[config.mk]
export PLATFORM = sky130hd
export DESIGN_NAME = alu_issue_stage
export DESIGN_NICKNAME = d
export VERILOG_FILES = /design/src/rtl/alu_issue_stage.sv
export SDC_FILE = /design/constraint.sdc
export NUM_CORES = 1
export LEC_CHECK = 0
export ABC_AREA = 1
export CORE_UTILIZATION = 50
export CTS_CLUSTER_DIAMETER = 40
export DETAILED_ROUTE_END_ITERATION = 6
export MAX_ROUTING_LAYER = met4
export PLACE_DENSITY = 0.86
export RECOVER_POWER = 100
export SYNTH_ARGS = -nofsm -noshare
export SYNTH_HDL_FRONTEND = slang
export SYNTH_SLANG_ARGS = --single-unit
[constraint.sdc]
create_clock -name clk -period 4.3 [get_ports clk]
set_clock_uncertainty 0.05 [all_clocks]
set_input_delay 1.29 -clock clk [delete_from_list [all_inputs] [get_ports clk]]
set_output_delay 1.29 -clock clk [all_outputs]
set_load 0.05 [all_outputs]
[src/rtl/alu_issue_stage.sv]
// Two-entry skid-buffered issue stage that decodes RV32I OP/OP-IMM into ALU operands.
// Define ALU_ISSUE_FWD_EN to bypass writeback data onto rs1/rs2 at accept time.
module alu_issue_stage (
  input  logic        clk,
  input  logic        rst,
  input  logic        flush,
  input  logic        in_valid,
  output logic        in_ready,
  input  logic [2:0]  in_funct3,
  input  logic        in_funct7_b5,
  input  logic        in_is_imm,
  input  logic [4:0]  in_rs1_addr,
  input  logic [4:0]  in_rs2_addr,
  input  logic [4:0]  in_rd,
  input  logic [31:0] in_rs1_data,
  input  logic [31:0] in_rs2_data,
  input  logic [31:0] in_imm,
  input  logic        wb_valid,
  input  logic [4:0]  wb_rd,
  input  logic [31:0] wb_data,
  output logic        out_valid,
  input  logic        out_ready,
  output logic [31:0] out_a,
  output logic [31:0] out_b,
  output logic [3:0]  out_op_code,
  output logic [4:0]  out_rd,
  output logic        out_illegal,
  output logic [7:0]  illegal_count
);

  localparam logic [3:0] OP_ADD     = 4'b0000;
  localparam logic [3:0] OP_SUB     = 4'b0001;
  localparam logic [3:0] OP_AND     = 4'b0010;
  localparam logic [3:0] OP_OR      = 4'b0011;
  localparam logic [3:0] OP_XOR     = 4'b0100;
  localparam logic [3:0] OP_SLL     = 4'b0101;
  localparam logic [3:0] OP_SRL     = 4'b0110;
  localparam logic [3:0] OP_SRA     = 4'b0111;
  localparam logic [3:0] OP_SLT     = 4'b1000;
  localparam logic [3:0] OP_SLTU    = 4'b1001;
  localparam logic [3:0] OP_ILLEGAL = 4'b1111;

  typedef enum logic [1:0] {EMPTY, ONE, FULL} state_t;

  typedef struct packed {
    logic [31:0] a;
    logic [31:0] b;
    logic [3:0]  op;
    logic [4:0]  rd;
    logic        illegal;
  } entry_t;

  state_t      state_q;
  entry_t      mainEntry_q;
  entry_t      skidEntry_q;
  entry_t      newEntry;
  logic        inReady_q;
  logic        outValid_q;
  logic [7:0]  illegalCount_q;
  logic [7:0]  illegalCount_d;
  logic [31:0] rs1Val;
  logic [31:0] rs2Val;
  logic [31:0] operandB;
  logic        isShift;
  logic        accept;
  logic        drain;

  assign accept = in_valid && inReady_q;
  assign drain  = outValid_q && out_ready;

`ifdef ALU_ISSUE_FWD_EN
  always_comb begin
    rs1Val = in_rs1_data;
    rs2Val = in_rs2_data;
    if (wb_valid && (wb_rd != 5'd0) && (wb_rd == in_rs1_addr)) rs1Val = wb_data;
    if (!in_is_imm && wb_valid && (wb_rd != 5'd0) && (wb_rd == in_rs2_addr)) rs2Val = wb_data;
  end
`else
  logic unusedBypass;
  assign unusedBypass = ^{wb_valid, wb_rd, wb_data, in_rs1_addr, in_rs2_addr};
  assign rs1Val = in_rs1_data;
  assign rs2Val = in_rs2_data;
`endif

  // Shift amounts only use the low five bits, so the upper bits are cleared
  always_comb begin
    isShift  = (in_funct3 == 3'b001) || (in_funct3 == 3'b101);
    operandB = in_is_imm ? in_imm : rs2Val;
    newEntry = '0;
    newEntry.a  = rs1Val;
    newEntry.b  = isShift ? {27'd0, operandB[4:0]} : operandB;
    newEntry.rd = in_rd;
    if (in_is_imm) newEntry.illegal = in_funct7_b5 && (in_funct3 == 3'b001);
    else           newEntry.illegal = in_funct7_b5 && (in_funct3 != 3'b000) && (in_funct3 != 3'b101);
    case (in_funct3)
      3'b000:  newEntry.op = (in_funct7_b5 && !in_is_imm) ? OP_SUB : OP_ADD;
      3'b001:  newEntry.op = OP_SLL;
      3'b010:  newEntry.op = OP_SLT;
      3'b011:  newEntry.op = OP_SLTU;
      3'b100:  newEntry.op = OP_XOR;
      3'b101:  newEntry.op = in_funct7_b5 ? OP_SRA : OP_SRL;
      3'b110:  newEntry.op = OP_OR;
      default: newEntry.op = OP_AND;
    endcase
    if (newEntry.illegal) newEntry.op = OP_ILLEGAL;
  end

  assign illegalCount_d = (accept && newEntry.illegal && (illegalCount_q != 8'hFF))
                          ? illegalCount_q + 8'd1 : illegalCount_q;

  // Flush drops the held entries and any same-cycle input, but keeps the illegal tally
  always_ff @(posedge clk) begin
    if (rst) begin
      state_q        <= EMPTY;
      inReady_q      <= 1'b1;
      outValid_q     <= 1'b0;
      mainEntry_q    <= '0;
      skidEntry_q    <= '0;
      illegalCount_q <= 8'd0;
    end else if (flush) begin
      state_q    <= EMPTY;
      inReady_q  <= 1'b1;
      outValid_q <= 1'b0;
    end else begin
      illegalCount_q <= illegalCount_d;
      case (state_q)
        EMPTY: begin
          if (accept) begin
            mainEntry_q <= newEntry;
            state_q     <= ONE;
            outValid_q  <= 1'b1;
          end
        end
        ONE: begin
          if (accept && drain) begin
            mainEntry_q <= newEntry;
          end else if (accept) begin
            skidEntry_q <= newEntry;
            state_q     <= FULL;
            inReady_q   <= 1'b0;
          end else if (drain) begin
            state_q    <= EMPTY;
            outValid_q <= 1'b0;
          end
        end
        FULL: begin
          if (drain) begin
            mainEntry_q <= skidEntry_q;
            state_q     <= ONE;
            inReady_q   <= 1'b1;
          end
        end
        default: begin
          state_q    <= EMPTY;
          inReady_q  <= 1'b1;
          outValid_q <= 1'b0;
        end
      endcase
    end
  end

  assign in_ready      = inReady_q;
  assign out_valid     = outValid_q;
  assign out_a         = mainEntry_q.a;
  assign out_b         = mainEntry_q.b;
  assign out_op_code   = mainEntry_q.op;
  assign out_rd        = mainEntry_q.rd;
  assign out_illegal   = mainEntry_q.illegal;
  assign illegal_count = illegalCount_q;

endmodule

* After elaboration in Yosys (flattened, before gate mapping)
Index checks and enable logic that the tools add are counted.
Operators by class: bitwise logic cells 4, mux-type cells 26, reduce and logical (&&, ||, !) cells 22, eq/ne operators 18, add/sub/neg operators 1
Operator list (number):
- $mux 74 | 3
- $pmux 74 s3 | 1
- $mux 32 | 2
- $pmux 4 s7 | 1
- $ne 2x2->1 const B | 7
- $reduce_and 4->1 | 3
- $mux 1 | 10
- $mux 2 | 5
- $reduce_and 5->1 | 2
- $eq 3x3->1 const B | 3
- $logic_and 1x1->1 | 9
- $add 8x1->8 const B | 1
- $ne 8x8->1 const B | 1
- $eq 3x2->1 const B | 2
- $ne 3x3->1 const B | 2
- $pmux 1 s3 | 2
- $pmux 2 s3 | 1
- $reduce_bool 3->1 | 2
- $mux 4 | 1
- $not 1->1 | 4
- $eq 3x1->1 const B | 1
- $logic_not 3->1 | 1
- $eq 2x1->1 const B | 1
- $eq 2x2->1 const B | 1
- 5 further kinds | 5
Word-level totals: flip-flop bits (word level) 160, output and inout bits 84, input bits 159

* Logic depth before layout (Yosys ltp)
Gate-level depths: netlist of the first run.
depth in word-level cells 7, gate-level depth with buffers 10

* Worst setup path after synthesis of the first run
Ideal clock, no wire load.
kind input to register, start input in_valid, end register skidEntry_q[7] in the netlist's numbering, path slack 1.894 ns, cell stages on the path 9, library setup time 0.113 ns, path buffers 2, data arrival time 2.243 ns, cells stage by stage nand2_1 inv_1 nand2_1 nor2_4 inv_2 buf_6 buf_6 o21ai_1 inv_1
Between the ends: cells in the longest elaborated chain, start to end 4
Ends and longest elaborated chain:
- start: declaration | RTL line 7 | input logic in_valid,
- $logic_and 1x1->1 * | RTL line 68 | assign accept = in_valid && inReady_q;
- $logic_and 1x1->1 | RTL line 135 | if (accept && drain) begin
- $not 1->1 (no line)
- $reduce_and 4->1 (no line) *
- end signal: assignment | RTL line 138 | skidEntry_q <= newEntry;
- end: declaration | RTL line 55 | entry_t skidEntry_q;
Every way passes the cells marked *; elsewhere a longest branch is shown, timed or not. A chain may end at the register's enable or synchronous reset.

==> summary.txt, run 1 <==
Status
  • Outcome: finished, final reports clean

Timing
  • Slew of the pin with the lowest slew margin: 1320 ps
  • Final-report setup violation count: 0
  • Hold slack: ~400 ps
  • Setup ws final: 772 ps
  • Min Tclk post-route: 3530 ps
  • Max-slew headroom: 0.123
  • Slew Viols, Final: 0
  • Fin crit share: 0.820
  • Fmax: 0.283 GHz
  • Setup tns final: 0 ps
  • Unrepaired setup endpoints after global routing: no
  • Final Hold Vio Count: 0

Yosys
  • Area contributors post-synth: dfxtp_1 (44%), a21oi_1 (9.8%), nand2_1 (8.7%), o21ai_0 (8.3%), nor2_1 (7.0%)
  • Cells after synthesis: 1,029
  • Synth top area share: 0.441
  • Synth Net Count: 1,189
  • Yosys top cell by area: dfxtp_1
  • Synth Flop Type: dfxtp_1
  • Avg Cell Area, Syn: 7.07 µm²
  • Sequential cell area fraction in the yosys report: 0.441
  • Post-synth EDFFs: 0
  • Yosys reg bits: 160
  • Netlist cell types: 26
  • Synth warn: 0
  • Async SR Flop Fraction: 0
  • Cell Area, Synth: 7270 µm²

Layout
  • Ratio of cells with drive above 1 in the final layout: 0.0528
  • Inserted Diodes: 0
  • Layout Area Growth over Synthesis: 33.3%
  • Final #Nets: 1,341
  • Design area: slightly below 10,000 µm²
  • Most common cell after layout, fill and taps aside: o21ai_0
  • Commonest cells after routing, fill and taps aside: o21ai_0 (174), nand2_1 (170), dfxtp_1 (160), a21oi_1 (142), nor2_1 (137)
  • Post-layout util: 0.690

GRT
  • Global route overflow: 0
  • Total Routing Usage GR: 0.258
  • Largest net degree at the start of global routing: 80
  • Initial antenna violation count: 0
  • First-pass GRT wire length: just over 30,000 µm
  • Vias in the first global route: between 6,000 and 7,000

Clock tree
  • Number of setup buffers added after CTS: 0
  • CTS buffer count: 17
  • Hold Buf Count CTS: 0
  • Clock H-tree levels: 4
  • Worst-Skew Late Latency: 420 ps
  • Clk root buf: clkbuf_16
  • Count of clock tree sinks: between 150 and 200
  • Clock transition at path regs: 60 ps
  • CTS-repair resized insts: 0
  • CTS tree: yes
  • Clock tree buffer depth: 2

Pwr
  • Worst vdd rail ir drop: 0.000275 V
  • LEAKAGE: 4.10 nW
  • Cell Pwr Density: 408 nW/µm²

Die
  • Total I/O pin count: 243
  • DIE AREA: 15,000 µm²
  • DIE WIDTH: 123 µm
  • Die height: 123 µm
  • Area of the core: 14,000 µm²
  • Starting Density: 0.518
  • Row count: 43

Setup path
  • Crit path DAT: between 3000 and 4000 ps
  • Critical Path Fanout Max: slightly below 80
  • CP endpoint kind: register
  • Required @ worst endpoint: 4590 ps
  • CP startpoint kind: primary input
  • Crit Path Class: primary input to register

Drt
  • Vias per Instance: just over 5
  • Routed Antenna Nets: 0
  • Final wirelength: 18,200 µm
  • Vias post-DR: 7,139
  • DRC viols: 0
  • DRT Pass-1 Iters: 5
  • Routed WL per cell: about 13 µm
  • Initial DRC count: 581

Place
  • DPL Wire Length: 11,600 µm
  • Worst slack, placed: 964 ps
  • Routability cong.: roughly 0.84
  • Post-DP Area: 9060 µm²
  • Port bufs: 194

Hold path
  • Min-delay worst type: register to register

Run
  • Max_cap viols: 0
## per-stage QoR
stage / std cells / total power [W]
floorplan: 1029 / 0.00207
global placement: 1342 / 0.00233
detailed placement: 1342 / 0.00234
CTS: 1374 / 0.00401
global route: 1374 / 0.00411
finish: 1374 / 0.00396
## path summary, 6_finish.rpt
path	startpoint	to	slack, ps	depth (start not counted)
worst max-delay path	rst	skidEntry_q[56]	770	6
worst min-delay path	skidEntry_q[48]	skidEntry_q[48]	400	2
worst max register to register	state_q[1]	out_b[11]	1470	8
worst min register to register	skidEntry_q[48]	skidEntry_q[48]	400	2
## cells by family (layout without fill, tap and decap cells)
group	Yosys count	count (layout)	synth area share
XOR/XNOR	3	3	0.00361
adder cells (fa/ha/maj)	1	1	0.00172
AND/OR/NAND/NOR	337	337	0.186
flip-flops	160	160	0.441
buffers and inverters	166	331	0.114
AO/OA/AOI/OAI	362	362	0.254
## routing by layer
metal | vias up | wire length, µm | global-route usage
met2 | 188 | 8920 | 0.413
li1 | 3662 | - | -
met3 | 39 | 937 | 0.0618
met4 | 0 | 535 | 0.108
met5 | - | 0 | -
met1 | 3250 | 7830 | 0.309
## power by group
group / total, W / switching (W) / internal (W)
clock: 0.00167 / 0.000586 / 0.00109
sequential: 0.00159 / 0.0000308 / 0.00156
combinational: 0.000691 / 0.000443 / 0.000249
total: 0.00396 / 0.00106 / 0.00290
## cell type report
class	count	area, µm²
fillers	1108	4350
clock buffers	21	440
multi-input cells	703	3220
flip-flops and latches	160	3200
clock inverters	11	211
inverters	94	359
well taps	180	225
repair buffers	205	2030
## synthesized netlist by cell type, types with 4 or more instances
master,number
nand2_1,169
dfxtp_1,160
a21oi_1,142
nor2_1,135
o21ai_0,120
inv_1,89
o21ai_1,89
clkbuf_1,27
buf_6,23
buf_2,18
nand3_1,15
nor2_2,7
inv_2,5
o21ai_2,5
nor2_4,4
## registers in the layout (all words and copies together), names as in the netlist
register,count
out_op_code,4
state_q,2
out_a,32
skidEntry_q,74
out_b,32
out_rd,5
out_illegal,1
in_ready,1
illegal_count,8
out_valid,1
## critical path, cell delays in order
cell and delay [ps]:
dlygate4sd3_1 540, clkbuf_1 330, clkinv_2 120, clkbuf_2 940, o21ai_0 320, a21oi_1 220
Power figures use the tool's default switching activity.
==> inputs of run 2 (changes only) <==
--- a/config.mk
+++ b/config.mk
@@ -6,11 +6,11 @@
 export NUM_CORES = 1
 export LEC_CHECK = 0
 export ABC_AREA = 1
-export CORE_UTILIZATION = 50
+export CORE_UTILIZATION = 42
 export CTS_CLUSTER_DIAMETER = 40
 export DETAILED_ROUTE_END_ITERATION = 6
 export MAX_ROUTING_LAYER = met4
-export PLACE_DENSITY = 0.86
+export PLACE_DENSITY = 0.77
 export RECOVER_POWER = 100
 export SYNTH_ARGS = -nofsm -noshare
 export SYNTH_HDL_FRONTEND = slang
==> constraint.sdc (replaced) <==
create_clock -name clk -period 3.2 [get_ports clk]
set_clock_uncertainty 0.05 [all_clocks]
set_input_delay 0.96 -clock clk [delete_from_list [all_inputs] [get_ports clk]]
set_output_delay 0.96 -clock clk [all_outputs]
set_load 0.05 [all_outputs]
==> run 2 against run 1 <==
Core utilization fell by 11 points. Via count fell by 2.6%. Final area rose by 0.66%. Worst hold slack barely moved. Critical path depth fell by 5. Global-route usage fell by 4.2 points. Register-to-register slack got worse by 360 ps. Non-clock buffer count rose by 4. Flip-flop and latch count did not move. Sequential power rose by 35%. Critical endpoint is now illegal_count[5]. Clock power rose by 21%.
==> summary.txt, run 2 (synthesis results as in run 1) <==
Drt
  • Routed Antenna Nets: 0 (unchanged)
  • Final wirelength: 18,500 µm (+1.5%)
  • Vias per Instance: 4.90 (-5.6%)
  • DRT Pass-1 Iters: 7 (+2)
  • Vias post-DR: 6,954 (-2.6%)
  • Initial DRC count: 431 (-26%)
  • DRC viols: 0 (unchanged)
  • Routed WL per cell: 13.0 µm (-1.7%)

Timing
  • Fmax: 0.354 GHz
  • Final-report setup violation count: 0 (unchanged)
  • Min Tclk post-route: 2820 ps
  • Setup tns final: 0 ps (unchanged)
  • Setup ws final: 377 ps (-395 ps)
  • Unrepaired setup endpoints after global routing: no
  • Fin crit share: 0.882
  • Max-slew headroom: 0.464 (+0.340)
  • Final Hold Vio Count: 0 (unchanged)
  • Slew of the pin with the lowest slew margin: 804 ps (-512 ps)
  • Slew Viols, Final: 0 (unchanged)

Layout
  • Max FFs per register: 74 (unchanged)
  • Final #Nets: 1,345 (+0.30%)
  • Ratio of cells with drive above 1 in the final layout: 0.0559 (+0.00316)
  • Most common cell after layout, fill and taps aside: o21ai_0
  • Layout Area Growth over Synthesis: 34.1%
  • Inserted Diodes: 0 (unchanged)
  • Top reg by flops: skidEntry_q
  • Commonest cells after routing, fill and taps aside: o21ai_0 (187), nand2_1 (170), dfxtp_1 (160), a21oi_1 (142), nor2_1 (138)

Setup path
  • Critical Path Max Stage Delay: 920 ps (-20 ps)
  • Worst setup startpoint: illegal_count[5]
  • Crit path max-delay family: buffers and inverters
  • Reg-to-Reg Start: in_ready
  • CP max stage cell: dlygate4sd3_1
  • CP bufs+invs: 1 (-3)
  • Required @ worst endpoint: 2190 ps (-2400 ps)
  • Reg2Reg Depth: 8 (unchanged)
  • Crit Path Class: register to primary output
  • CP endpoint kind: primary output
  • Crit path cell chain: dlygate4sd3_1
  • R2R Setup Slk: 1110 ps (-360 ps)
  • Reg-to-Reg End: skidEntry_q[25]
  • Crit path DAT: 1810 ps (-2010 ps)
  • CP startpoint kind: register
  • Critical Path Fanout Max: 8 (-90%)

Clock tree
  • Count of clock tree sinks: 160 (unchanged)
  • Clock tree buffer depth: 2 (unchanged)
  • Number of setup buffers added after CTS: 0 (unchanged)
  • Clock H-tree levels: 4 (unchanged)
  • Clock transition at path regs: 60 ps (about the same)
  • CTS buffer count: 17 (unchanged)
  • CTS tree: yes
  • Hold Buf Count CTS: 0 (unchanged)
  • Worst-Skew Late Latency: 420 ps (about the same)
  • CTS-repair resized insts: 0 (unchanged)
  • Clk root buf: clkbuf_16

Pwr
  • LEAKAGE: 4.11 nW (+0.23%)
  • Worst vdd rail ir drop: 0.000380 V (+38%)
  • Cell Pwr Density: 522 nW/µm² (+28%)

Die
  • Area of the core: 16,800 µm² (+19%)
  • DIE AREA: 17,800 µm² (+19%)
  • Starting Density: 0.434 (-0.0840)
  • DIE WIDTH: 134 µm (+9.0%)
  • Die height: 134 µm (+9.0%)
  • Total I/O pin count: 243 (unchanged)
  • Row count: 47 (+9.3%)

GRT
  • Initial antenna violation count: 0 (unchanged)
  • Total Routing Usage GR: 0.216 (-0.0416)
  • Vias in the first global route: 6,344 (-4.6%)
  • First-pass GRT wire length: 30,500 µm (+0.71%)
  • Largest net degree at the start of global routing: 67 (-16%)
  • Global route overflow: 0 (unchanged)

Hold path
  • Hold EP: skidEntry_q[66]
  • Min-delay src: skidEntry_q[66]
  • Min-delay worst type: register to register
  • Worst Hold Depth: 2 (unchanged)

Place
  • Worst slack, placed: 358 ps (-606 ps)
  • DPL Wire Length: 12,100 µm (+4.6%)
  • Routability cong.: 0.834 (-0.57%)
  • Port bufs: 194 (unchanged)

Run
  • Max_cap viols: 0 (unchanged)

Status
  • Outcome: finished, final reports clean
[run 2: cell count changes in the layout (fill, tap and decap cells not counted), moves of 2 or more]
cell	change
o21ai_0	+13
o21ai_1	-13
buf_12	+4
bufinv_16	-4
clkbuf_2	-3
inv_6	+3
clkbuf_8	+2
[run 2: layout make-up]
type / count / area [µm²]
Fill cell: 1581 / 7010
Inverter: 94 / 359
Sequential cell: 160 / 3200
Tap cell: 220 / 275
Clock buffer: 21 / 460
Timing Repair Buffer: 209 / 2110
Clock inverter: 11 / 129
Multi-Input combinational cell: 703 / 3220
[run 2: layer usage]
metal	GRT usage	wire length [µm]	vias to the layer above
met5	-	0	-
met4	0.0846	399	0
met3	0.0438	775	29
met2	0.351	8790	151
met1	0.263	8520	3116
li1	-	-	3658
[run 2: worst max-delay path by stage]
stage                       endpoint  cells past startpoint
global route         skidEntry_q[25]                      9
CTS                 illegal_count[5]                      1
global placement      out_op_code[0]                      8
finish              illegal_count[5]                      1
floorplan             skidEntry_q[7]                      9
detailed placement    out_op_code[0]                      8
[run 2: per-stage QoR]
stage / utilization / cell area, µm² / total power, W / hold WS [ps] / std cells
finish: 0.582 / 9750 / 0.00509 / 395 / 1418
global route: 0.582 / 9750 / 0.00531 / 414 / 1418
CTS: 0.584 / 9790 / 0.00518 / 400 / 1418
detailed placement: 0.549 / 9200 / 0.00316 / 391 / 1386
global placement: 0.549 / 9200 / 0.00314 / 382 / 1386
floorplan: - / 7270 / 0.00278 / 375 / 1029
[run 2: report_power, final]
group	internal, W	switching (W)	total, W
sequential	0.00210	0.0000415	0.00214
combinational	0.000340	0.000594	0.000933
clock	0.00120	0.000820	0.00202
total	0.00363	0.00146	0.00509
